<file path="src/rtl/typedefs_pkg.sv">
// Shared types for the simplified RV32 core: instruction layout, ALU op select,
// the multi-cycle controller state and the decode constants used to classify instructions.
package typedefs_pkg;

    localparam logic [6:0] OP     = 7'b0110011;
    localparam logic [6:0] OP_IMM = 7'b0010011;

    localparam logic [2:0] F3_ADD = 3'b000;
    localparam logic [2:0] F3_SLT = 3'b010;
    localparam logic [2:0] F3_XOR = 3'b100;
    localparam logic [2:0] F3_OR  = 3'b110;
    localparam logic [2:0] F3_AND = 3'b111;

    localparam logic [6:0] F7_BASE = 7'b0000000;
    localparam logic [6:0] F7_SUB  = 7'b0100000;

    typedef struct packed {
        logic [6:0] funct7;
        logic [4:0] rs2;
        logic [4:0] rs1;
        logic [2:0] funct3;
        logic [4:0] rd;
        logic [6:0] opcode;
    } instr_t;

    typedef enum logic [2:0] {
        ALU_ADD,
        ALU_SUB,
        ALU_AND,
        ALU_OR,
        ALU_XOR,
        ALU_SLT
    } aluop_sel_t;

    typedef enum logic [2:0] {
        FETCH,
        WAIT_RSP,
        DECODE,
        EXECUTE,
        WRITEBACK,
        HALT
    } ctrl_state_t;

    // OP and OP_IMM share the same funct3 subset; shifts (001/101) and SLTU (011) are not supported.
    function automatic logic funct3_supported(input logic [2:0] f3);
        return (f3 == F3_ADD) || (f3 == F3_SLT) || (f3 == F3_XOR) ||
               (f3 == F3_OR)  || (f3 == F3_AND);
    endfunction

    function automatic aluop_sel_t funct3_to_aluop(input logic [2:0] f3);
        aluop_sel_t op;
        case (f3)
            F3_SLT:  op = ALU_SLT;
            F3_XOR:  op = ALU_XOR;
            F3_OR:   op = ALU_OR;
            F3_AND:  op = ALU_AND;
            default: op = ALU_ADD;
        endcase
        return op;
    endfunction

endpackage

</file>
<file path="src/rtl/instr_decoder.sv">
// Combinational decoder for OP / OP_IMM: produces ALU select, operand-B mux,
// the sign-extended I-type immediate and a legality flag.
module instr_decoder
    import typedefs_pkg::*;
#(
    parameter int XLEN = 32
) (
    input  instr_t            instr,
    output aluop_sel_t        alu_op,
    output logic              alu_src_imm,
    output logic [XLEN-1:0]   imm,
    output logic              legal
);

    assign imm = {{(XLEN-12){instr.funct7[6]}}, instr.funct7, instr.rs2};

    // Unsupported encodings leave alu_op at ADD so the datapath sees a benign select.
    always_comb begin
        alu_op      = ALU_ADD;
        alu_src_imm = 1'b0;
        legal       = 1'b0;
        case (instr.opcode)
            OP: begin
                if (funct3_supported(instr.funct3) &&
                    ((instr.funct7 == F7_BASE) ||
                     ((instr.funct3 == F3_ADD) && (instr.funct7 == F7_SUB)))) begin
                    legal  = 1'b1;
                    alu_op = (instr.funct7 == F7_SUB) ? ALU_SUB : funct3_to_aluop(instr.funct3);
                end
            end
            OP_IMM: begin
                alu_src_imm = 1'b1;
                if (funct3_supported(instr.funct3)) begin
                    legal  = 1'b1;
                    alu_op = funct3_to_aluop(instr.funct3);
                end
            end
            default: ;
        endcase
    end

endmodule

</file>
<file path="src/rtl/multicycle_ctrl.sv">
// Multi-cycle control FSM: owns the PC, runs the instruction-memory handshake and
// steps each instruction through DECODE / EXECUTE / WRITEBACK, halting on illegal encodings.
module multicycle_ctrl
    import typedefs_pkg::*;
#(
    parameter int              XLEN     = 32,
    parameter logic [XLEN-1:0] RESET_PC = '0
) (
    input  logic              clk,
    input  logic              rst,
    output logic              imem_req_valid,
    input  logic              imem_req_ready,
    output logic [XLEN-1:0]   imem_addr,
    input  logic              imem_rsp_valid,
    input  logic [31:0]       imem_rdata,
    output logic [4:0]        rf_rs1_addr,
    output logic [4:0]        rf_rs2_addr,
    output aluop_sel_t        alu_op,
    output logic              alu_src_imm,
    output logic [XLEN-1:0]   imm,
    output logic              rf_we,
    output logic [4:0]        rf_rd_addr,
    output logic [XLEN-1:0]   pc,
    output logic              instr_retired,
    output logic [31:0]       retired_count,
    output logic              illegal_instr,
    output logic              halted
);

    ctrl_state_t state;
    ctrl_state_t state_next;
    instr_t      instr_q;
    logic        dec_legal;

    instr_decoder #(.XLEN(XLEN)) u_decoder (
        .instr       (instr_q),
        .alu_op      (alu_op),
        .alu_src_imm (alu_src_imm),
        .imm         (imm),
        .legal       (dec_legal)
    );

    always_ff @(posedge clk) begin
        if (rst) begin
            state <= FETCH;
        end else begin
            state <= state_next;
        end
    end

    // The instruction register only loads in WAIT_RSP, so responses seen in any other state are dropped.
    always_ff @(posedge clk) begin
        if (rst) begin
            pc            <= RESET_PC;
            instr_q       <= '0;
            retired_count <= '0;
        end else begin
            if ((state == WAIT_RSP) && imem_rsp_valid) begin
                instr_q <= instr_t'(imem_rdata);
            end
            if (state == WRITEBACK) begin
                pc            <= pc + XLEN'(4);
                retired_count <= retired_count + 32'd1;
            end
        end
    end

    always_comb begin
        state_next = state;
        case (state)
            FETCH:     if (imem_req_ready) state_next = WAIT_RSP;
            WAIT_RSP:  if (imem_rsp_valid) state_next = DECODE;
            DECODE:    state_next = dec_legal ? EXECUTE : HALT;
            EXECUTE:   state_next = WRITEBACK;
            WRITEBACK: state_next = FETCH;
            HALT:      state_next = HALT;
            default:   state_next = FETCH;
        endcase
    end

    always_comb begin
        imem_req_valid = 1'b0;
        rf_we          = 1'b0;
        instr_retired  = 1'b0;
        illegal_instr  = 1'b0;
        halted         = 1'b0;
        case (state)
            FETCH:     imem_req_valid = 1'b1;
            DECODE:    illegal_instr  = ~dec_legal;
            WRITEBACK: begin
                rf_we         = (instr_q.rd != 5'd0);
                instr_retired = 1'b1;
            end
            HALT:      halted = 1'b1;
            default: ;
        endcase
    end

    assign imem_addr   = pc;
    assign rf_rs1_addr = instr_q.rs1;
    assign rf_rs2_addr = instr_q.rs2;
    assign rf_rd_addr  = instr_q.rd;

endmodule

</file>
<file path="config.mk">
export PLATFORM = sky130hd
export DESIGN_NAME = multicycle_ctrl
export DESIGN_NICKNAME = d
export VERILOG_FILES = /design/src/rtl/typedefs_pkg.sv /design/src/rtl/instr_decoder.sv /design/src/rtl/multicycle_ctrl.sv
export SDC_FILE = /design/constraint.sdc
export NUM_CORES = 1
export LEC_CHECK = 0
export ABC_AREA = 1
export BUFFER_PORTS_ARGS = -buffer_cell sky130_fd_sc_hd__buf_2
export CORE_ASPECT_RATIO = 1.25
export CORE_MARGIN = 10
export CORE_UTILIZATION = 27
export DETAILED_ROUTE_END_ITERATION = 8
export HOLD_SLACK_MARGIN = 0.05
export SYNTH_ARGS = -nofsm -noshare
export SYNTH_HDL_FRONTEND = slang
export SYNTH_SLANG_ARGS = --single-unit
</file>
<file path="constraint.sdc">
create_clock -name clk -period 3.57 [get_ports clk]
set_clock_uncertainty 0.05 [all_clocks]
set_input_delay 0.5355 -clock clk [delete_from_list [all_inputs] [get_ports clk]]
set_output_delay 0.5355 -clock clk [all_outputs]
set_load 0.02 [all_outputs]
</file>
==> flow_metrics.tcl <==
set metrics [dict create \
    period_needed_ps 2620 \
    die-area_um2 26400 \
    synth-compound-area-share_pct 8.36 \
    die_y_um 179 \
    regToRegSetupSlack_ps 1530 \
    required_ps 2980 \
    clock-root-buffer "clkbuf_16" \
    fin_setup_tns_ps 0 \
    hp-class "in2reg" \
    grt_use_total_pct 11.5 \
    synth-simple-area-share_pct 35.9 \
    timing.final.ws_setup_ps 950 \
    synth_xor_area_share_pct 1.76 \
    worstReg2RegEnd "retired_count[23]$_SDFFE_PP0P_" \
    synthesis.area_um2 5480 \
    intPower_uw 2110 \
    avgRoutedWirePerCell_um 12.9 \
    dp_hpwl_um 12200 \
    cts_resized 0 \
    placedInstanceArea_um2 6070 \
    hold_viol_final 0 \
    post_cts_buffers 0 \
    first_iter_violations 250 \
    max-cap-violations 0 \
    viasPerCell 4.28 \
    yosysSeqAreaShare_pct 35.4 \
    grt_pass1_vias 5001 \
    io_pins 188 \
    ys_ff_latch 97 \
    path_max_fanout 23 \
    cts_made_buffers 9 \
    r2r_cells 10 \
    numPortBuffers 183 \
    power_density_nw_per_um2 508 \
    antenna_found_initial 0 \
    r2r-start "state[0]$_SDFFE_PP0P_" \
    cts_sinks 97 \
    finalMaxSlewViolations 0 \
    grt-ovfl-total 0 \
    placedCellCount 1214 \
    rsz0062_at_grt "false" \
    swShare_pct 35.0 \
    vias 5266 \
    cp-end-kind "primary output" \
    nNetsFinal 993 \
    p_comb_share_pct 27.0 \
    tightest_slew_ps 1080 \
    synth-adder-area-share_pct 0.457 \
    clock_latency_ps 340 \
    synth_top_family_by_area "simple AND/OR/NAND/NOR gates" \
    gp_congestion 0.812 \
    status "finished, final reports clean" \
    yosysWarnings 0 \
    leakage_uw 0.00284 \
    drive_above_1_share_pct 22.7 \
    hold_start "imem_rdata[15]" \
    instances_no_fill 1230 \
    drc 0 \
    postCtsHoldBufs 0 \
    clkSlewWorstSetupHoldPaths_ps 70 \
    slew_headroom_pct 27.8 \
    initial_utilization_pct 27.3 \
    path_class "reg2out" \
    rows 58 \
    clockBufferDepth 2 \
    worstPathArrival_ps 2030 \
    hold-path-endpoint "rf_rs1_addr[0]$_SDFFE_PP0P_" \
    synth_cells 855 \
    grt_max_degree 68 \
    max_freq_mhz 382 \
    htree_num_levels 3 \
    hold_path_depth 3 \
    syn_area_per_cell_um2 6.41 \
    drtPass1Iterations 4 \
    n_antenna_cell 0 \
    fin_crit_sh_pct 73.4 \
    synth_cell_type_count 28 \
    die_w_um 147 \
    synth_mux_area_share_pct 0 \
    start_kind "flop" \
    seq_power_share_pct 40.4 \
    p_switching_uw 1140 \
    fin_area_um2 6390 \
    ant_nets 0 \
    peakVddDrop_v 0.000214 \
    pre_cts_ws_ps 1170 \
    synthToLayoutAreaGrowth_pct 16.6 \
    core_um2 20000 \
    grt_pass1_wl_um 25200 \
    final-setup-viol-count 0 \
    clkPwrFrac_pct 32.6 \
    cts_tree "yes" \
    routed_wl_um 15800 \
]
## layout make-up
type                            count  area [um^2]
Timing Repair Buffer              185          931
Fill cell                        2222        13600
Tap cell                          270          338
Clock buffer                       12          246
Sequential cell                    97         1940
Clock inverter                      4         76.3
Inverter                           79          297
Multi-Input combinational cell    583         2560
## routing by layer
metal | vias to the layer above | wire length [um] | track usage, %
met5 | - | 0 | 0
met4 | 0 | 117 | 3.31
met3 | 8 | 1230 | 4.34
met2 | 140 | 7490 | 19.8
met1 | 2341 | 6970 | 13.2
li1 | 2777 | - | -
## stage by stage
step / power, uW / utilization [%] / hold WS, ps
global route: 3460 / 31.9 / 378
detailed placement: 2230 / 30.3 / 402
global placement: 2220 / 30.3 / 391
finish: 3250 / 31.9 / 394
CTS: 3320 / 31.9 / 370
floorplan: 2110 / - / 380
## worst max-delay path by stage
| stage | endpoint | start | depth (start not counted) |
|---|---|---|---|
| 6_report | alu_op[1] | instr_q[31]$_SDFFE_PP0P_ | 8 |
| 5_1_grt | alu_op[1] | instr_q[31]$_SDFFE_PP0P_ | 8 |
| 4_1_cts | alu_op[1] | instr_q[31]$_SDFFE_PP0P_ | 8 |
| 3_5_place_dp | instr_q[4]$_SDFFE_PP0P_ | rst | 4 |
| 3_3_place_gp | retired_count[6]$_SDFFE_PP0P_ | rst | 4 |
| 2_1_floorplan | alu_op[0] | instr_q[31]$_SDFFE_PP0P_ | 7 |
## worst max-delay path: stages (launching register included)
cell,delay (ps)
dfxtp_1,460
nor2_1,260
nand2_1,90
nor2_1,100
nand2_1,80
nor2_1,220
a21oi_1,130
nor2_1,170
buf_2,200
## cell usage after synthesis
| master | n | area (um^2) |
|---|---|---|
| a21oi_1 | 38 | 190 |
| and2_1 | 2 | 12.5 |
| buf_2 | 1 | 5.00 |
| buf_4 | 85 | 638 |
| clkbuf_1 | 13 | 48.8 |
| conb_1 | 1 | 3.75 |
| dfxtp_1 | 97 | 1940 |
| ha_1 | 2 | 25.0 |
| inv_1 | 78 | 293 |
| inv_2 | 1 | 3.75 |
| nand2_1 | 202 | 758 |
| nand2_2 | 3 | 18.8 |
| nand3_1 | 35 | 175 |
| nand3_2 | 2 | 20.0 |
| nand4_1 | 13 | 81.3 |
| nand4_2 | 1 | 12.5 |
| nor2_1 | 196 | 736 |
| nor2_2 | 5 | 31.3 |
| nor2_4 | 5 | 56.3 |
| nor3_1 | 7 | 35.0 |
| nor3b_1 | 1 | 7.51 |
| nor4_1 | 1 | 6.26 |
| o21ai_0 | 52 | 260 |
| o21bai_1 | 1 | 7.51 |
| or2_2 | 1 | 6.26 |
| or4_1 | 1 | 7.51 |
| xnor2_1 | 4 | 35.0 |
| xor2_1 | 7 | 61.3 |
## logic make-up (layout without fill, tap and decap cells)
| group | count (synthesis) | count (layout) |
|---|---|---|
| AND/OR/NAND/NOR | 475 | 475 |
| XOR/XNOR | 11 | 11 |
| flip-flops | 97 | 97 |
| adder cells (fa/ha/maj) | 2 | 2 |
| other | 1 | 4 |
| buffers and inverters | 178 | 280 |
| AO/OA/AOI/OAI | 91 | 91 |
## registers in the layout (all words and copies together) (netlist names)
name,cells
retired_count,32
imem_addr,30
instr_q,17
rf_rd_addr,5
rf_rs1_addr,5
rf_rs2_addr,5
state,3
## cell usage in the layout, fill, tap and decap left out, drive strengths merged
cell type	n
nor2	206
nand2	205
buf	185
dfxtp	97
inv	79
o21ai	52
a21oi	38
nand3	37
nand4	14
clkbuf	12
nor3	7
xor2	7
xnor2	4
conb	4
and2	2
ha	2
bufinv	2
or4	1
or2	1
nor4	1
o21bai	1
nor3b	1
clkinv	1
clkinvlp	1
## power by group through the flow
stage	sequential (uW)	combinational (uW)	clock, uW
after floorplan	1330	776	0
after global placement	1330	891	0
after detailed placement	1340	894	0
after CTS	1310	897	1110
after global routing	1330	982	1150
final	1310	877	1060
Note: power is estimated with default switching activity, not from simulation.
